===== src/rtl/spi_slave_param.sv =====
// Parameterised SPI slave sampled by the system clock: any CPOL/CPHA, MSB-first words,
// TX holding register with underrun detection, RX overrun strobe and per-frame word count.
module spi_slave_param #(
   parameter int unsigned      WIDTH       = 8,
   parameter int unsigned      CPOL        = 0,
   parameter int unsigned      CPHA        = 0,
   parameter int unsigned      SYNC_STAGES = 2,
   parameter logic [WIDTH-1:0] IDLE_WORD   = '0
) (
   input  logic             clk,
   input  logic             rst_n,
   input  logic             sck,
   input  logic             ssel_n,
   input  logic             mosi,
   output logic             miso,
   output logic             miso_oe,
   input  logic [WIDTH-1:0] tx_data,
   input  logic             tx_valid,
   output logic             tx_ready,
   output logic [WIDTH-1:0] rx_data,
   output logic             rx_valid,
   output logic             overrun,
   input  logic             rx_ready,
   output logic             underrun,
   output logic             frame_active,
   output logic             frame_end,
   output logic [7:0]       word_count
);
   localparam int unsigned SL  = SYNC_STAGES + 1;
   localparam int unsigned BCW = $clog2(WIDTH);
   localparam logic        POL = (CPOL != 0);
   localparam logic        PHA = (CPHA != 0);

   typedef enum logic {S_IDLE, S_ACTIVE} state_t;

   logic [SL-1:0]          sck_q, ssel_q, settle_q;
   logic [SYNC_STAGES-1:0] mosi_q;

   state_t                 state_q, state_d;
   logic                   armed_q, armed_d;
   logic [BCW-1:0]         bit_cnt_q, bit_cnt_d;
   logic                   load_pend_q, load_pend_d;
   logic [WIDTH-1:0]       tx_sh_q, tx_sh_d;
   logic [WIDTH-1:0]       rx_sh_q, rx_sh_d;
   logic [WIDTH-1:0]       rx_data_q, rx_data_d;
   logic                   rx_valid_q, rx_valid_d;
   logic                   overrun_q, overrun_d;
   logic                   ack_pend_q, ack_pend_d;
   logic                   underrun_q, underrun_d;
   logic                   frame_end_q, frame_end_d;
   logic [7:0]             wc_q, wc_d;
   logic [WIDTH-1:0]       hold_q, hold_d;
   logic                   hold_full_q, hold_full_d;

   logic sck_s, sck_p, sck_rise, sck_fall, lead_e, trail_e, sample_e, shift_e;
   logic ssel_s, ssel_rise, ssel_fall, mosi_s, load;
   logic [WIDTH-1:0] rx_word;

   // The tap after the synchroniser is one extra delay flop used only for edge detection.
   always_ff @(posedge clk or negedge rst_n) begin
      if (!rst_n) begin
         sck_q    <= {SL{POL}};
         ssel_q   <= '1;
         mosi_q   <= '0;
         settle_q <= '0;
      end else begin
         sck_q    <= {sck_q[SL-2:0], sck};
         ssel_q   <= {ssel_q[SL-2:0], ssel_n};
         mosi_q   <= {mosi_q[SYNC_STAGES-2:0], mosi};
         settle_q <= {settle_q[SL-2:0], 1'b1};
      end
   end

   assign sck_s     = sck_q[SL-2];
   assign sck_p     = sck_q[SL-1];
   assign sck_rise  = sck_s & ~sck_p;
   assign sck_fall  = ~sck_s & sck_p;
   assign lead_e    = POL ? sck_fall : sck_rise;
   assign trail_e   = POL ? sck_rise : sck_fall;
   assign sample_e  = PHA ? trail_e : lead_e;
   assign shift_e   = PHA ? lead_e : trail_e;
   assign ssel_s    = ssel_q[SL-2];
   assign ssel_rise = ssel_s & ~ssel_q[SL-1];
   assign ssel_fall = ~ssel_s & ssel_q[SL-1];
   assign mosi_s    = mosi_q[SYNC_STAGES-1];
   assign rx_word   = {rx_sh_q[WIDTH-2:0], mosi_s};

   always_comb begin
      state_d     = state_q;
      // Arming waits until the synchroniser holds real samples, not its reset preset.
      armed_d     = armed_q | (settle_q[SL-1] & ssel_s);
      bit_cnt_d   = bit_cnt_q;
      load_pend_d = load_pend_q;
      tx_sh_d     = tx_sh_q;
      rx_sh_d     = rx_sh_q;
      rx_data_d   = rx_data_q;
      rx_valid_d  = 1'b0;
      overrun_d   = 1'b0;
      underrun_d  = 1'b0;
      frame_end_d = 1'b0;
      ack_pend_d  = ack_pend_q & ~rx_ready;
      wc_d        = wc_q;
      hold_d      = hold_q;
      hold_full_d = hold_full_q;
      load        = 1'b0;

      case (state_q)
         S_IDLE: begin
            if (ssel_fall && armed_q) begin
               state_d     = S_ACTIVE;
               wc_d        = '0;
               bit_cnt_d   = '0;
               load_pend_d = PHA;
               load        = ~PHA;
            end
         end
         S_ACTIVE: begin
            if (sample_e) begin
               rx_sh_d = rx_word;
               if (bit_cnt_q == BCW'(WIDTH - 1)) begin
                  bit_cnt_d   = '0;
                  rx_data_d   = rx_word;
                  rx_valid_d  = 1'b1;
                  overrun_d   = ack_pend_q & ~rx_ready;
                  ack_pend_d  = 1'b1;
                  load_pend_d = 1'b1;
                  if (wc_q != 8'hFF) wc_d = wc_q + 8'd1;
               end else begin
                  bit_cnt_d = bit_cnt_q + BCW'(1);
               end
            end
            if (shift_e) begin
               if (load_pend_q) begin
                  load        = 1'b1;
                  load_pend_d = 1'b0;
               end else begin
                  tx_sh_d = {tx_sh_q[WIDTH-2:0], 1'b0};
               end
            end
            // A word completing in the same clk as deselect is delivered before the frame closes.
            if (ssel_rise) begin
               state_d     = S_IDLE;
               frame_end_d = 1'b1;
            end
         end
         default: state_d = S_IDLE;
      endcase

      if (load) begin
         if (hold_full_q) begin
            tx_sh_d     = hold_q;
            hold_full_d = 1'b0;
         end else begin
            tx_sh_d    = IDLE_WORD;
            underrun_d = (state_q == S_ACTIVE);
         end
      end
      if (tx_valid && !hold_full_q) begin
         hold_d      = tx_data;
         hold_full_d = 1'b1;
      end
   end

   always_ff @(posedge clk or negedge rst_n) begin
      if (!rst_n) begin
         state_q     <= S_IDLE;
         armed_q     <= 1'b0;
         bit_cnt_q   <= '0;
         load_pend_q <= 1'b0;
         tx_sh_q     <= '0;
         rx_sh_q     <= '0;
         rx_data_q   <= '0;
         rx_valid_q  <= 1'b0;
         overrun_q   <= 1'b0;
         ack_pend_q  <= 1'b0;
         underrun_q  <= 1'b0;
         frame_end_q <= 1'b0;
         wc_q        <= '0;
         hold_q      <= '0;
         hold_full_q <= 1'b0;
      end else begin
         state_q     <= state_d;
         armed_q     <= armed_d;
         bit_cnt_q   <= bit_cnt_d;
         load_pend_q <= load_pend_d;
         tx_sh_q     <= tx_sh_d;
         rx_sh_q     <= rx_sh_d;
         rx_data_q   <= rx_data_d;
         rx_valid_q  <= rx_valid_d;
         overrun_q   <= overrun_d;
         ack_pend_q  <= ack_pend_d;
         underrun_q  <= underrun_d;
         frame_end_q <= frame_end_d;
         wc_q        <= wc_d;
         hold_q      <= hold_d;
         hold_full_q <= hold_full_d;
      end
   end

   assign miso         = (state_q == S_ACTIVE) & tx_sh_q[WIDTH-1];
   assign miso_oe      = (state_q == S_ACTIVE);
   assign frame_active = (state_q == S_ACTIVE);
   assign tx_ready     = ~hold_full_q;
   assign rx_data      = rx_data_q;
   assign rx_valid     = rx_valid_q;
   assign overrun      = overrun_q;
   assign underrun     = underrun_q;
   assign frame_end    = frame_end_q;
   assign word_count   = wc_q;

endmodule


===== config.mk =====
export PLATFORM = sky130hd
export DESIGN_NAME = spi_slave_param
export DESIGN_NICKNAME = d
export VERILOG_FILES = /design/src/rtl/spi_slave_param.sv
export SDC_FILE = /design/constraint.sdc
export NUM_CORES = 1
export LEC_CHECK = 0
export CORE_MARGIN = 8
export CORE_UTILIZATION = 39
export CTS_BUF_LIST = sky130_fd_sc_hd__clkbuf_4
export CTS_CLUSTER_DIAMETER = 60
export DETAILED_ROUTE_END_ITERATION = 12
export GPL_TIMING_DRIVEN = 0
export PLACE_DENSITY_LB_ADDON = 0.05
export SETUP_SLACK_MARGIN = 0.4
export SLEW_MARGIN = 15
export SYNTH_ARGS = -nofsm -noshare
export SYNTH_HDL_FRONTEND = slang
export SYNTH_SLANG_ARGS = --single-unit

===== constraint.sdc =====
create_clock -name clk -period 1.8 [get_ports clk]
set_input_delay 0.54 -clock clk [delete_from_list [all_inputs] [get_ports clk]]
set_output_delay 0.54 -clock clk [all_outputs]
set_load 0.02 [all_outputs]

==> results of run 1 <==
-- metrics by stage --
step	instance area [um2]	hold slack, ps
finish	3480	23.2
global placement	3010	332
global route	3480	25.2
floorplan	2540	244
CTS	3400	7.75
detailed placement	3030	336
-- layout make-up --
cell class	count	area (um2)	area share, %
clock inverter	7	41.3	1.19
clock buffer	9	67.6	1.94
multi-input combinational	135	926	26.6
tap	77	96.3	2.77
buffer	10	109	3.13
sequential	62	1560	44.9
timing repair buffer	68	646	18.6
inverter	7	31.3	0.900
-- flip-flops by register name, summed over array words and instances, names as in the netlist --
| register | flops |
|---|---|
| sck_q | 3 |
| frame_active | 1 |
| frame_end | 1 |
| hold_full_q | 1 |
| word_count | 8 |
| overrun | 1 |
| bit_cnt_q | 3 |
| underrun | 1 |
| tx_sh_q | 8 |
| hold_q | 8 |
| mosi_q | 2 |
| settle_q | 3 |
| ssel_q | 3 |
| armed_q | 1 |
| ack_pend_q | 1 |
| rx_data | 8 |
| rx_valid | 1 |
| load_pend_q | 1 |
| rx_sh_q | 7 |
-- final timing paths --
path                            slack (ps)  cells after the start            end    startpoint
worst max-delay path                    70                      3           miso  frame_active
worst min-delay path                    20                      1  word_count[1]         rst_n
worst max register to register         190                      7  word_count[7]  frame_active
worst min register to register         360                      0       sck_q[1]      sck_q[0]
max in group asynchronous             1210                      2      ssel_q[0]         rst_n
min in group clk                       360                      0       sck_q[1]      sck_q[0]
-- power groups by stage --
stage          sequential, uW  clock [uW]  combinational, uW
2_1_floorplan            1840           0                477
3_3_place_gp             1880           0                663
3_5_place_dp             1890           0                678
4_1_cts                  1850         828                736
5_1_grt                  1900         875                845
6_report                 1860         790                752
-- critical path, cell delays in order (launching register included) --
cell and delay (ps):
dfrtp_2 440, buf_8 120, and2_4 120, buf_6 120
-- Yosys cell counts, types with 2 or more instances --
cell | instances | area (um2)
nand4_1 | 2 | 12.5
a21o_1 | 2 | 15.0
a22o_1 | 2 | 17.5
mux2_2 | 15 | 169
o22a_1 | 2 | 17.5
clkbuf_1 | 3 | 11.3
nand2_1 | 38 | 143
ha_1 | 3 | 37.5
a21oi_1 | 7 | 35.0
a211o_1 | 2 | 17.5
nor2_1 | 6 | 22.5
dfstp_2 | 3 | 78.8
nand2b_1 | 3 | 18.8
nor3_1 | 3 | 15.0
buf_2 | 4 | 20.0
nand3_1 | 10 | 50.1
and3_1 | 9 | 56.3
o21ai_0 | 16 | 80.1
dfrtp_1 | 59 | 1480
inv_1 | 5 | 18.8
buf_6 | 2 | 22.5
-- logic make-up after synthesis --
group / count (synthesis) / synth area share, %
and+or+nand+nor: 79 / 15.9
DFF: 62 / 62.1
AOI/OAI and AO/OA: 35 / 9.00
buffers and inverters: 17 / 3.55
muxes: 17 / 7.75
adders and majority gates: 3 / 1.50
other: 1 / 0.150
-- what timing repair did --
item                                    in CTS  in global routing
buffers inserted                            22                  5
resized for setup                          165                 11
endpoints found under the setup margin      56                 69
pin swaps                                    4                  2
hold buffers                                 0                  0
cloned                                       1                  1
-- metal layers --
layer | share of wire (%) | GRT usage (%)
met5 | 0 | 0
met4 | 1.2 | 6.91
met3 | 5.1 | 3.28
met2 | 46 | 18.2
met1 | 48 | 15.5
==> out/qor.yml, run 1 <==
grt_use_total_pct: 12.1
skew_ps: 15.2
cp-end-kind: "output port"
drtAntennaViolNets: 0
fmax_mhz: 577
postRouteWirelength_um: 5090
p_leak_uw: 0.00167
cts-root-buf: "clkbuf_4"
place_hpwl_um: 3170
layout_commonest_cell: "dfrtp_1"
yosysUniqueCellTypes: 39
grt_max_degree: 42
gr-total-overflow: 0
p_comb_share_pct: 22.1
seqPwrFrac_pct: 54.7
clock_sinks: 62
io_buffers: 38
async_reset_ff_share_pct: 100
final_cells: 375
required_ps: 1260
ctsHtreeMaxLevel: 3
areaGrowthSynthToFinish_pct: 38.9
drv_cap: 0
finalSetupTns_ps: 0
clock_path_buffers: 2
p_switching_uw: 1020
drt_iter0_drc: 53
routedWlPerCell_um: 13.6
antenna_found_initial: 0
start_kind: "flop"
final_cell_mix: "dfrtp_1 (55), nand2_1 (38), buf_6 (31), buf_4 (28), mux2_2 (15)"
ys_ff_latch: 62
cts_tree: "yes"
peakVddDrop_uv: 627
post-route-min-period_ps: 1730
placedCellCount: 330
vias_per_cell: 4.87
dp_worst_setup_slack_ps: -59.1
core.rowCount: 29
synth_area_um2: 2500
syn_inst: 214
die_y_um: 96.1
gp_congestion: 0.735
core-area_um2: 6280
die_x_um: 96.1
powerDensity_nw_per_um2: 978
seq_area_frac_synth_pct: 62.1
hold_viol: 0
grt_pass1_wl_um: 8650
grt_pass1_vias: 1840
firstDrtPassIters: 4
clkLatencyLatePin_ps: 390
status: "complete, no violations"
num_vias: 1826
fillCellCount: 581
start_util_pct: 39.9
ys.flop_type: "dfrtp_1"
numCtsBuffers: 9
io_pins: 39
crit_fanout: 3
switching_share_pct: 29.9
synth_edf_count: 0
utilization_pct: 55.4
pwr-share-clk_pct: 23.2
syn_nets: 232
p_int_uw: 2390
fin_crit_sh_pct: 96.4
finish.net_count: 311
die_area_um2: 9240
setup_ws_ps: 65.7
rsz0062_at_grt: "yes"
yosys_warnings: 0
avgSynthCellArea_um2: 11.7
hp-class: "in2async"
finalSetupViolations: 0
total_power_uw: 3400
path_class: "reg2out"
drv_slew: 0
clkTransAtPathRegs_ps: 110
diodes: 0
drive_gt1_share_pct: 40.3
arrival_ps: 1190
drc: 0
Power figures use the tool's default switching activity.
==> inputs of run 2 (changes only) <==
--- a/config.mk
+++ b/config.mk
@@ -10,6 +10,7 @@
 export CTS_BUF_LIST = sky130_fd_sc_hd__clkbuf_4
 export CTS_CLUSTER_DIAMETER = 60
 export DETAILED_ROUTE_END_ITERATION = 12
+export GPL_ROUTABILITY_DRIVEN = 0
 export GPL_TIMING_DRIVEN = 0
 export PLACE_DENSITY_LB_ADDON = 0.05
 export SETUP_SLACK_MARGIN = 0.4
==> results of run 2 <==
No change in the layout: final DEF, timing and power equal those of run 1.
